--- src/rtl/vending_credit_if.sv ---
// Coin, item and refund request inputs plus the credit, vend, deny, change and busy status outputs of vending_credit.
// The master modport drives the requests; the slave modport is the controller.
interface vending_credit_if #(
  parameter int CREDIT_W = 8
);
  logic                penny;
  logic                nickel;
  logic                dime;
  logic                quarter;
  logic                apple;
  logic                banana;
  logic                carrot;
  logic                date;
  logic                coin_return;
  logic [CREDIT_W-1:0] credit;
  logic [3:0]          vend;
  logic                deny;
  logic [3:0]          chg;
  logic                busy;
  logic                coin_rej;

  modport master (
    output penny, nickel, dime, quarter, apple, banana, carrot, date, coin_return,
    input  credit, vend, deny, chg, busy, coin_rej
  );

  modport slave (
    input  penny, nickel, dime, quarter, apple, banana, carrot, date, coin_return,
    output credit, vend, deny, chg, busy, coin_rej
  );
endinterface

--- src/rtl/vending_credit.sv ---
// Credit accumulator and vend/change controller: one event per cycle; outputs are registered one cycle after the sampling edge.
// No backpressure: inputs are dropped while busy. COIN_REJECT_EN refuses coins that would overflow MAX_CREDIT instead of saturating.
module vending_credit #(
  parameter int CREDIT_W   = 8,
  parameter int MAX_CREDIT = 255,
  parameter int PRICE_A    = 75,
  parameter int PRICE_B    = 20,
  parameter int PRICE_C    = 30,
  parameter int PRICE_D    = 40
) (
  input logic             clk,
  input logic             reset,
  vending_credit_if.slave bus
);
  localparam int XW = CREDIT_W + 1;
  localparam logic [CREDIT_W:0] MAX_X     = XW'(MAX_CREDIT);
  localparam logic [CREDIT_W:0] V_PENNY   = XW'(1);
  localparam logic [CREDIT_W:0] V_NICKEL  = XW'(5);
  localparam logic [CREDIT_W:0] V_DIME    = XW'(10);
  localparam logic [CREDIT_W:0] V_QUARTER = XW'(25);
  localparam logic [CREDIT_W:0] P_A       = XW'(PRICE_A);
  localparam logic [CREDIT_W:0] P_B       = XW'(PRICE_B);
  localparam logic [CREDIT_W:0] P_C       = XW'(PRICE_C);
  localparam logic [CREDIT_W:0] P_D       = XW'(PRICE_D);

  typedef enum logic {IDLE, CHANGE} state_t;

  state_t              state_q, state_d;
  logic [CREDIT_W-1:0] credit_q, credit_d;
  logic [3:0]          vend_q, vend_d;
  logic [3:0]          chg_q, chg_d;
  logic                deny_q, deny_d;
  logic [CREDIT_W:0]   cur, coin, sum, price, rem;
  logic [3:0]          item;
`ifdef COIN_REJECT_EN
  logic                rej_q, rej_d;
`endif

  always_ff @(posedge clk or negedge reset) begin
    if (!reset) begin
      state_q  <= IDLE;
      credit_q <= '0;
      vend_q   <= '0;
      chg_q    <= '0;
      deny_q   <= 1'b0;
    end else begin
      state_q  <= state_d;
      credit_q <= credit_d;
      vend_q   <= vend_d;
      chg_q    <= chg_d;
      deny_q   <= deny_d;
    end
  end

`ifdef COIN_REJECT_EN
  always_ff @(posedge clk or negedge reset) begin
    if (!reset) rej_q <= 1'b0;
    else        rej_q <= rej_d;
  end
`endif

  // One extra bit of headroom keeps the overflow compare and subtraction free of wrap-around.
  always_comb begin
    state_d  = state_q;
    credit_d = credit_q;
    vend_d   = '0;
    chg_d    = '0;
    deny_d   = 1'b0;
`ifdef COIN_REJECT_EN
    rej_d    = 1'b0;
`endif
    cur      = {1'b0, credit_q};
    coin     = '0;
    sum      = '0;
    price    = '0;
    rem      = '0;
    item     = '0;

    if (state_q == IDLE) begin
      if (bus.coin_return) begin
        if (cur != '0) state_d = CHANGE;
      end else if (bus.penny | bus.nickel | bus.dime | bus.quarter) begin
        if (bus.penny)       coin = V_PENNY;
        else if (bus.nickel) coin = V_NICKEL;
        else if (bus.dime)   coin = V_DIME;
        else                 coin = V_QUARTER;
        sum = cur + coin;
        if (sum > MAX_X) begin
`ifdef COIN_REJECT_EN
          rej_d = 1'b1;
`else
          credit_d = MAX_X[CREDIT_W-1:0];
`endif
        end else begin
          credit_d = sum[CREDIT_W-1:0];
        end
      end else if (bus.apple | bus.banana | bus.carrot | bus.date) begin
        if (bus.apple)       begin price = P_A; item = 4'b1000; end
        else if (bus.banana) begin price = P_B; item = 4'b0100; end
        else if (bus.carrot) begin price = P_C; item = 4'b0010; end
        else                 begin price = P_D; item = 4'b0001; end
        if (cur >= price) begin
          rem      = cur - price;
          credit_d = rem[CREDIT_W-1:0];
          vend_d   = item;
        end else begin
          deny_d = 1'b1;
        end
      end
    end else begin
      // Greedy change: largest coin that still fits, one per cycle.
      if (cur >= V_QUARTER)     begin coin = V_QUARTER; chg_d = 4'b1000; end
      else if (cur >= V_DIME)   begin coin = V_DIME;    chg_d = 4'b0100; end
      else if (cur >= V_NICKEL) begin coin = V_NICKEL;  chg_d = 4'b0010; end
      else                      begin coin = V_PENNY;   chg_d = 4'b0001; end
      rem      = cur - coin;
      credit_d = rem[CREDIT_W-1:0];
      if (rem == '0) state_d = IDLE;
    end
  end

  assign bus.credit = credit_q;
  assign bus.vend   = vend_q;
  assign bus.chg    = chg_q;
  assign bus.deny   = deny_q;
  assign bus.busy   = (state_q == CHANGE);
`ifdef COIN_REJECT_EN
  assign bus.coin_rej = rej_q;
`else
  assign bus.coin_rej = 1'b0;
`endif
endmodule

--- src/flat_wrapper.sv ---
// flat-port wrapper written by rule: the top's interface ports become plain ports
module vending_credit_flat 
#(
  parameter int CREDIT_W   = 8,
  parameter int MAX_CREDIT = 255,
  parameter int PRICE_A    = 75,
  parameter int PRICE_B    = 20,
  parameter int PRICE_C    = 30,
  parameter int PRICE_D    = 40
)
  (clk, reset, bus_penny, bus_nickel, bus_dime, bus_quarter, bus_apple, bus_banana, bus_carrot, bus_date, bus_coin_return, bus_credit, bus_vend, bus_deny, bus_chg, bus_busy, bus_coin_rej);
  vending_credit_if #(.CREDIT_W(CREDIT_W)) bus_i ();
  input logic clk;
  input logic reset;
  input wire logic [$bits(bus_i.penny)-1:0] bus_penny;
  input wire logic [$bits(bus_i.nickel)-1:0] bus_nickel;
  input wire logic [$bits(bus_i.dime)-1:0] bus_dime;
  input wire logic [$bits(bus_i.quarter)-1:0] bus_quarter;
  input wire logic [$bits(bus_i.apple)-1:0] bus_apple;
  input wire logic [$bits(bus_i.banana)-1:0] bus_banana;
  input wire logic [$bits(bus_i.carrot)-1:0] bus_carrot;
  input wire logic [$bits(bus_i.date)-1:0] bus_date;
  input wire logic [$bits(bus_i.coin_return)-1:0] bus_coin_return;
  output wire logic [$bits(bus_i.credit)-1:0] bus_credit;
  output wire logic [$bits(bus_i.vend)-1:0] bus_vend;
  output wire logic [$bits(bus_i.deny)-1:0] bus_deny;
  output wire logic [$bits(bus_i.chg)-1:0] bus_chg;
  output wire logic [$bits(bus_i.busy)-1:0] bus_busy;
  output wire logic [$bits(bus_i.coin_rej)-1:0] bus_coin_rej;
  assign bus_i.penny = bus_penny;
  assign bus_i.nickel = bus_nickel;
  assign bus_i.dime = bus_dime;
  assign bus_i.quarter = bus_quarter;
  assign bus_i.apple = bus_apple;
  assign bus_i.banana = bus_banana;
  assign bus_i.carrot = bus_carrot;
  assign bus_i.date = bus_date;
  assign bus_i.coin_return = bus_coin_return;
  assign bus_credit = bus_i.credit;
  assign bus_vend = bus_i.vend;
  assign bus_deny = bus_i.deny;
  assign bus_chg = bus_i.chg;
  assign bus_busy = bus_i.busy;
  assign bus_coin_rej = bus_i.coin_rej;
  vending_credit #(.CREDIT_W(CREDIT_W), .MAX_CREDIT(MAX_CREDIT), .PRICE_A(PRICE_A), .PRICE_B(PRICE_B), .PRICE_C(PRICE_C), .PRICE_D(PRICE_D)) u_core (.clk(clk), .reset(reset), .bus(bus_i));
endmodule
--- config.mk ---
export PLATFORM = sky130hd
export DESIGN_NAME = vending_credit_flat
export DESIGN_NICKNAME = d
export VERILOG_FILES = /design/src/rtl/vending_credit_if.sv /design/src/rtl/vending_credit.sv /design/src/flat_wrapper.sv
export SDC_FILE = /design/constraint.sdc
export NUM_CORES = 1
export LEC_CHECK = 0
export CAP_MARGIN = 30
export CORE_ASPECT_RATIO = 1.2
export CORE_MARGIN = 2
export CORE_UTILIZATION = 30
export CTS_CLUSTER_DIAMETER = 100
export DETAILED_ROUTE_END_ITERATION = 8
export GPL_TIMING_DRIVEN = 0
export SLEW_MARGIN = 15
export SYNTH_ARGS = -nofsm -noshare
export SYNTH_HDL_FRONTEND = slang
export SYNTH_SLANG_ARGS = --single-unit
export TNS_END_PERCENT = 20
--- constraint.sdc ---
create_clock -name clk -period 8.4 [get_ports clk]
set_input_delay 1.68 -clock clk [delete_from_list [all_inputs] [get_ports clk]]
set_output_delay 1.68 -clock clk [all_outputs]
set_load 0.03 [all_outputs]
==> flow_summary.ini, run 1 <==
[layout]
diodes = 0
fin_area_mm2 = 0.002362
drive_gt1_frac = 0.1047
final_nets = 290
synthToLayoutAreaGrowth_pct = 22.76

[clock_tree]
cts_buffers = 3
ctsResizeCount = 0
htreeDepth = 1
clk_pin_slew_ns = 0.07
clkLatencyLatePin_ns = 0.26
cts.sinks = 18
ctsHoldBuffers = 0
cts_root_buf = clkbuf_8
clock_path_buffers = 2
cts_tree = done
post_cts_buffers = 0

[global_route]
antenna_found_initial = 0
grt_max_degree = 19
grt_usage = 0.1470
grt_pass1_wl_um = 8383
overflow = 0
grt_pass1_vias = 1742

[routing]
ant_nets = 0
vias = 1788
drcViolationCount = 0
drtIter0Drc = 62
post_drt_wl_per_cell_um = 14.99
drt_wl_total_um = 5095
firstDrtPassIters = 4
routed_via_density = 5.259

[sta]
tightest_slew_ns = 0.8244
grt_setup_unrepaired = false
fin_skew_ns = 0.006045
fin_crit_sh = 0.4972
slew_headroom = 0.4487
hold_slack_ns = 0.6650
timing.final.ws_setup_ns = 4.224
fin_crit_ns = 4.176
setup_viol = 0
drv_slew = 0
hold_violations = 0
final.setup.tns_ns = 0
fmax_mhz = 239.5

[worst_setup_path]
r2r_end = u_core.bus.busy
cp_max_fo = 7
ff2ff_setup_slack_ns = 4.87
end_kind = flip-flop
critPathLaunch = bus_penny
rr_worst_depth = 14
required_ns = 8.54
path_class = primary input to flip-flop
start_kind = primary input
worstPathArrival_ns = 4.32
r2r-start = u_core.bus.credit[5]

[run_status]
outcome = finished clean

[floorplanning]
rows = 31
start_util = 0.3140
die_w_um = 77.11
ioPinCount = 30
core_mm2 = 0.006128
dieArea_mm2 = 0.007074
die_y_um = 91.74

[placement]
dpl-instance-area_mm2 = 0.002307
numPortBuffers = 28
dp_hpwl_um = 4006
routabilityCongestion = 0.8299
dp_slack_ns = 3.976

[hold_path]
timing.hold.worst.class = flip-flop to flip-flop
hp-start = u_core.bus.credit[7]
min_path_cells = 3
hold_path_end = u_core.bus.deny

[power]
p_leak_nw = 0.9512
irDropWorstVdd_mv = 0.1212
power.total_uw = 995.4
power_density_mw_per_mm2 = 421.4

[synth]
ys_ff_latch = 18
synth_top_cell_by_area = dfrtp_1
synth_edf_count = 0
synthArstFlopShare = 1.000
ys.flop_type = dfrtp_1
synth-seq-area-share = 0.2341
avgSynthCellArea_um2 = 8.515
ys_types = 57
synthCells = 226
syn_area_mm2 = 0.001924
synth_common_cells = nand2_1, dfrtp_1, a21oi_1, ha_1, inv_1
synth_area_leaders = dfrtp_1, ha_1, xnor2_1, a21oi_1, nand2_1
synth_top_area_frac = 0.2341
yosys.cell_count.top_type = nand2_1
synthesis.nets = 257
yosys_warnings = 0

[flow_run]
maxCapViolations = 0
-- critical path: stages --
cell	delay [ns]
clkdlybuf4s50_1	0.49
nor2_1	0.18
nand2_1	0.10
ha_1	0.21
fa_1	0.43
a211oi_1	0.23
o21bai_1	0.19
a41oi_4	0.38
a221oi_1	0.18
a21oi_1	0.18
o21ai_1	0.07
-- cell type report --
cell class	count	area [µm²]
fill	680	3766
clock buffer	4	55.05
buffer	9	47.55
tap	82	102.6
multi-input combinational	187	1381
timing repair buffer	28	280.3
sequential	18	450.4
inverter	12	45.04
-- per-stage QoR --
stage          utilization  instances
2_1_floorplan            -        226
3_3_place_gp        0.3765        336
3_5_place_dp        0.3765        336
4_1_cts             0.3855        340
5_1_grt             0.3855        340
6_report            0.3855        340
-- logic make-up (layout without fill, tap and decap cells) --
logic type / after synthesis / count (layout) / share of synthesized area
XOR/XNOR: 13 / 13 / 0.05917
adder cells (fa/ha/maj): 20 / 20 / 0.1417
other: 1 / 1 / 0.001949
flip-flops: 18 / 18 / 0.2341
AO/OA/AOI/OAI: 73 / 73 / 0.2757
buffers and inverters: 21 / 53 / 0.04811
multiplexers: 1 / 1 / 0.005851
AND/OR/NAND/NOR: 79 / 79 / 0.2334
-- flip-flops by register name, indices dropped and copies added (netlist names) --
name and count:
u_core.bus.deny 1, u_core.bus.credit 8, u_core.bus.busy 1, u_core.bus.vend 4, u_core.bus.chg 4
-- worst max-delay path by stage --
stage,end,depth (start not counted)
2_1_floorplan,u_core.bus.credit[0],10
3_3_place_gp,u_core.bus.credit[2],11
3_5_place_dp,u_core.bus.credit[3],11
4_1_cts,u_core.bus.credit[3],11
5_1_grt,u_core.bus.credit[3],11
6_report,u_core.bus.credit[3],11
-- report_power, final --
| part | switching, mW | internal (mW) | leakage, nW |
|---|---|---|---|
| logic | 0.427 | 0.330 | 0.698 |
| registers | 0.0502 | 0.116 | 0.225 |
| clock network | 0.0299 | 0.0417 | 0.0288 |
-- metal layers --
layer,routed length [µm],part of all wire,GRT usage,vias to the layer above
met5,0,0,0,-
met4,160,0.031,0.04911,0
met3,285,0.056,0.02559,11
met2,2527,0.50,0.2602,48
met1,2122,0.42,0.1795,829
li1,-,-,-,900
-- cell usage in the layout, fill, tap and decap left out, types with 4 or more instances in the layout --
master | netlist | routed
clkbuf_8 | 0 | 4
buf_2 | 5 | 5
nand2b_1 | 8 | 8
inv_1 | 12 | 12
clkdlybuf4s50_1 | 0 | 28
nor2b_1 | 7 | 7
xnor2_1 | 10 | 10
nor3_1 | 6 | 6
nand3_1 | 6 | 6
a31oi_1 | 4 | 4
dfrtp_1 | 18 | 18
nor4_1 | 4 | 4
ha_1 | 17 | 17
nand2_1 | 19 | 19
a21oi_1 | 17 | 17
o21ai_1 | 8 | 8
o21ai_0 | 11 | 11
nor2_1 | 9 | 9
a211oi_1 | 5 | 5
Power figures use the tool's default switching activity.
==> run 2: changes to the inputs <==
==> constraint.sdc (replaced) <==
create_clock -name clk -period 4.2 [get_ports clk]
set_input_delay 0.84 -clock clk [delete_from_list [all_inputs] [get_ports clk]]
set_output_delay 0.84 -clock clk [all_outputs]
set_load 0.03 [all_outputs]
==> results of run 2 <==
Same layout as run 1 (identical final DEF). Status: finished clean.
Main changes from that run: setup slack after placement 3.976 ns -> 0.6163 ns; setup slack after layout 4.224 ns -> 0.6684 ns; start point of the critical path bus_penny -> u_core.bus.credit[5]; end point of the critical path u_core.bus.credit[3] -> u_core.bus.busy; register-to-register setup slack 4.87 ns -> 0.67 ns; total power 0.9954 mW -> 1.991 mW; worst IR drop on VDD 0.1212 mV -> 0.2424 mV
==> run 3: changes to the inputs <==
==> constraint.sdc (replaced) <==
create_clock -name clk -period 3.5 [get_ports clk]
set_input_delay 0.7 -clock clk [delete_from_list [all_inputs] [get_ports clk]]
set_output_delay 0.7 -clock clk [all_outputs]
set_load 0.03 [all_outputs]
==> flow_summary.ini, run 3 (synthesis results as in run 1) <==
[routing]
vias = 1780
ant_nets = 0
routed_via_density = 5.220
drcViolationCount = 0
drtIter0Drc = 98
firstDrtPassIters = 4
post_drt_wl_per_cell_um = 15.09
drt_wl_total_um = 5146

[clock_tree]
htreeDepth = 1
cts_buffers = 3
clk_pin_slew_ns = 0.07
clkLatencyLatePin_ns = 0.25
cts_root_buf = clkbuf_8
clock_path_buffers = 2
cts.sinks = 18
ctsHoldBuffers = 0
cts_tree = done

[global_route]
grt_usage = 0.1470
antenna_found_initial = 0
grt_pass1_wl_um = 8383
grt_max_degree = 19
overflow = 0
grt_pass1_vias = 1742

[floorplanning]
start_util = 0.3140
ioPinCount = 30
core_mm2 = 0.006128
die_y_um = 91.74
die_w_um = 77.11
dieArea_mm2 = 0.007074
rows = 31

[power]
irDropWorstVdd_mv = 0.2899
power_density_mw_per_mm2 = 1013
power.total_mw = 2.415
p_leak_nw = 0.9585

[sta]
final.setup.tns_ns = 0
drv_slew = 0
tightest_slew_ns = 0.8248
grt_setup_unrepaired = false
setup_viol = 0
fmax_mhz = 305.5
fin_crit_ns = 3.273
hold_violations = 0
fin_skew_ns = 0.003417
slew_headroom = 0.4484
fin_crit_sh = 0.9352

[hold_path]
timing.hold.worst.class = flip-flop to flip-flop
min_path_cells = 3

[layout]
diodes = 0
final_common_cell = clkdlybuf4s50_1
final_cell_mix = clkdlybuf4s50_1, nand2_1, dfrtp_1
synthToLayoutAreaGrowth_pct = 23.93
num-fill-cells = 678
final_nets = 291
drive_gt1_frac = 0.1120
largest_reg_flops = 8

[placement]
numPortBuffers = 28
dp_hpwl_um = 4006
routabilityCongestion = 0.8299

[worst_setup_path]
required_ns = 3.62
rr_worst_depth = 14
worstPathArrival_ns = 3.39
end_kind = flip-flop
start_kind = flip-flop
path_class = flip-flop to flip-flop
cp_max_fo = 10

[flow_run]
maxCapViolations = 0

[run_status]
outcome = finished clean
run 3: power breakdown:
group	leakage, nW	switching [mW]	internal [mW]
clock network	0.0288	0.0699	0.100
registers	0.225	0.124	0.280
logic	0.705	1.04	0.803
run 3: stage by stage:
| step | utilization | hold slack, ns | cell area (µm²) | setup slack, ns | std cells |
|---|---|---|---|---|---|
| finish | 0.3891 | 0.6845 | 2385 | 0.2267 | 341 |
| CTS | 0.3855 | 0.6718 | 2362 | 0.01924 | 340 |
| global placement | 0.3765 | 0.6617 | 2307 | 0.03252 | 336 |
| global route | 0.3891 | 0.7052 | 2385 | 0.02460 | 341 |
| detailed placement | 0.3765 | 0.6513 | 2307 | 0.03828 | 336 |
| floorplan | - | 0.4044 | 1924 | 0.3647 | 226 |
run 3: timing repair:
item / 4_1_cts / 5_1_grt
setup buffers: 0 / 1
endpoints found under the setup margin: 0 / 1
gates resized for setup: 0 / 2
run 3: worst paths after layout:
kind,start,to,slack [ns]
setup / recovery,u_core.bus.credit[5],u_core.bus.busy,0.23
max in group asynchronous,reset,u_core.bus.credit[2],2.07
setup reg to reg,u_core.bus.credit[5],u_core.bus.busy,0.23
hold reg to reg,u_core.bus.credit[7],u_core.bus.deny,0.68
min in group asynchronous,reset,u_core.bus.vend[0],0.92
hold / removal,u_core.bus.credit[7],u_core.bus.deny,0.68
run 3: cell type report:
type / count / area, µm² / share of cell area
Multi-Input combinational cell: 187 / 1396 / 0.5855
Sequential cell: 18 / 450.4 / 0.1889
Timing Repair Buffer: 29 / 287.8 / 0.1207
Tap cell: 82 / 102.6 / 0.04302
Clock buffer: 4 / 55.05 / 0.02308
Buffer: 9 / 47.55 / 0.01994
Inverter: 12 / 45.04 / 0.01889
run 3: worst max-delay path: stages, from the launching register on:
cell,delay (ns)
dfrtp_1,0.41
buf_2,0.21
buf_2,0.22
nor4_4,0.25
nand2_1,0.13
nand2_1,0.16
ha_1,0.18
inv_1,0.06
fa_1,0.44
a211oi_1,0.23
o21ai_1,0.11
xor2_1,0.15
nand2_1,0.10
nor4_1,0.33
a31oi_1,0.15
run 3: per-layer routing:
layer / up-vias / global-route usage / wire [µm]
li1: 902 / - / -
met1: 835 / 0.1795 / 2233
met2: 35 / 0.2602 / 2620
met3: 8 / 0.02559 / 185
met4: 0 / 0.04911 / 106
met5: - / 0 / 0
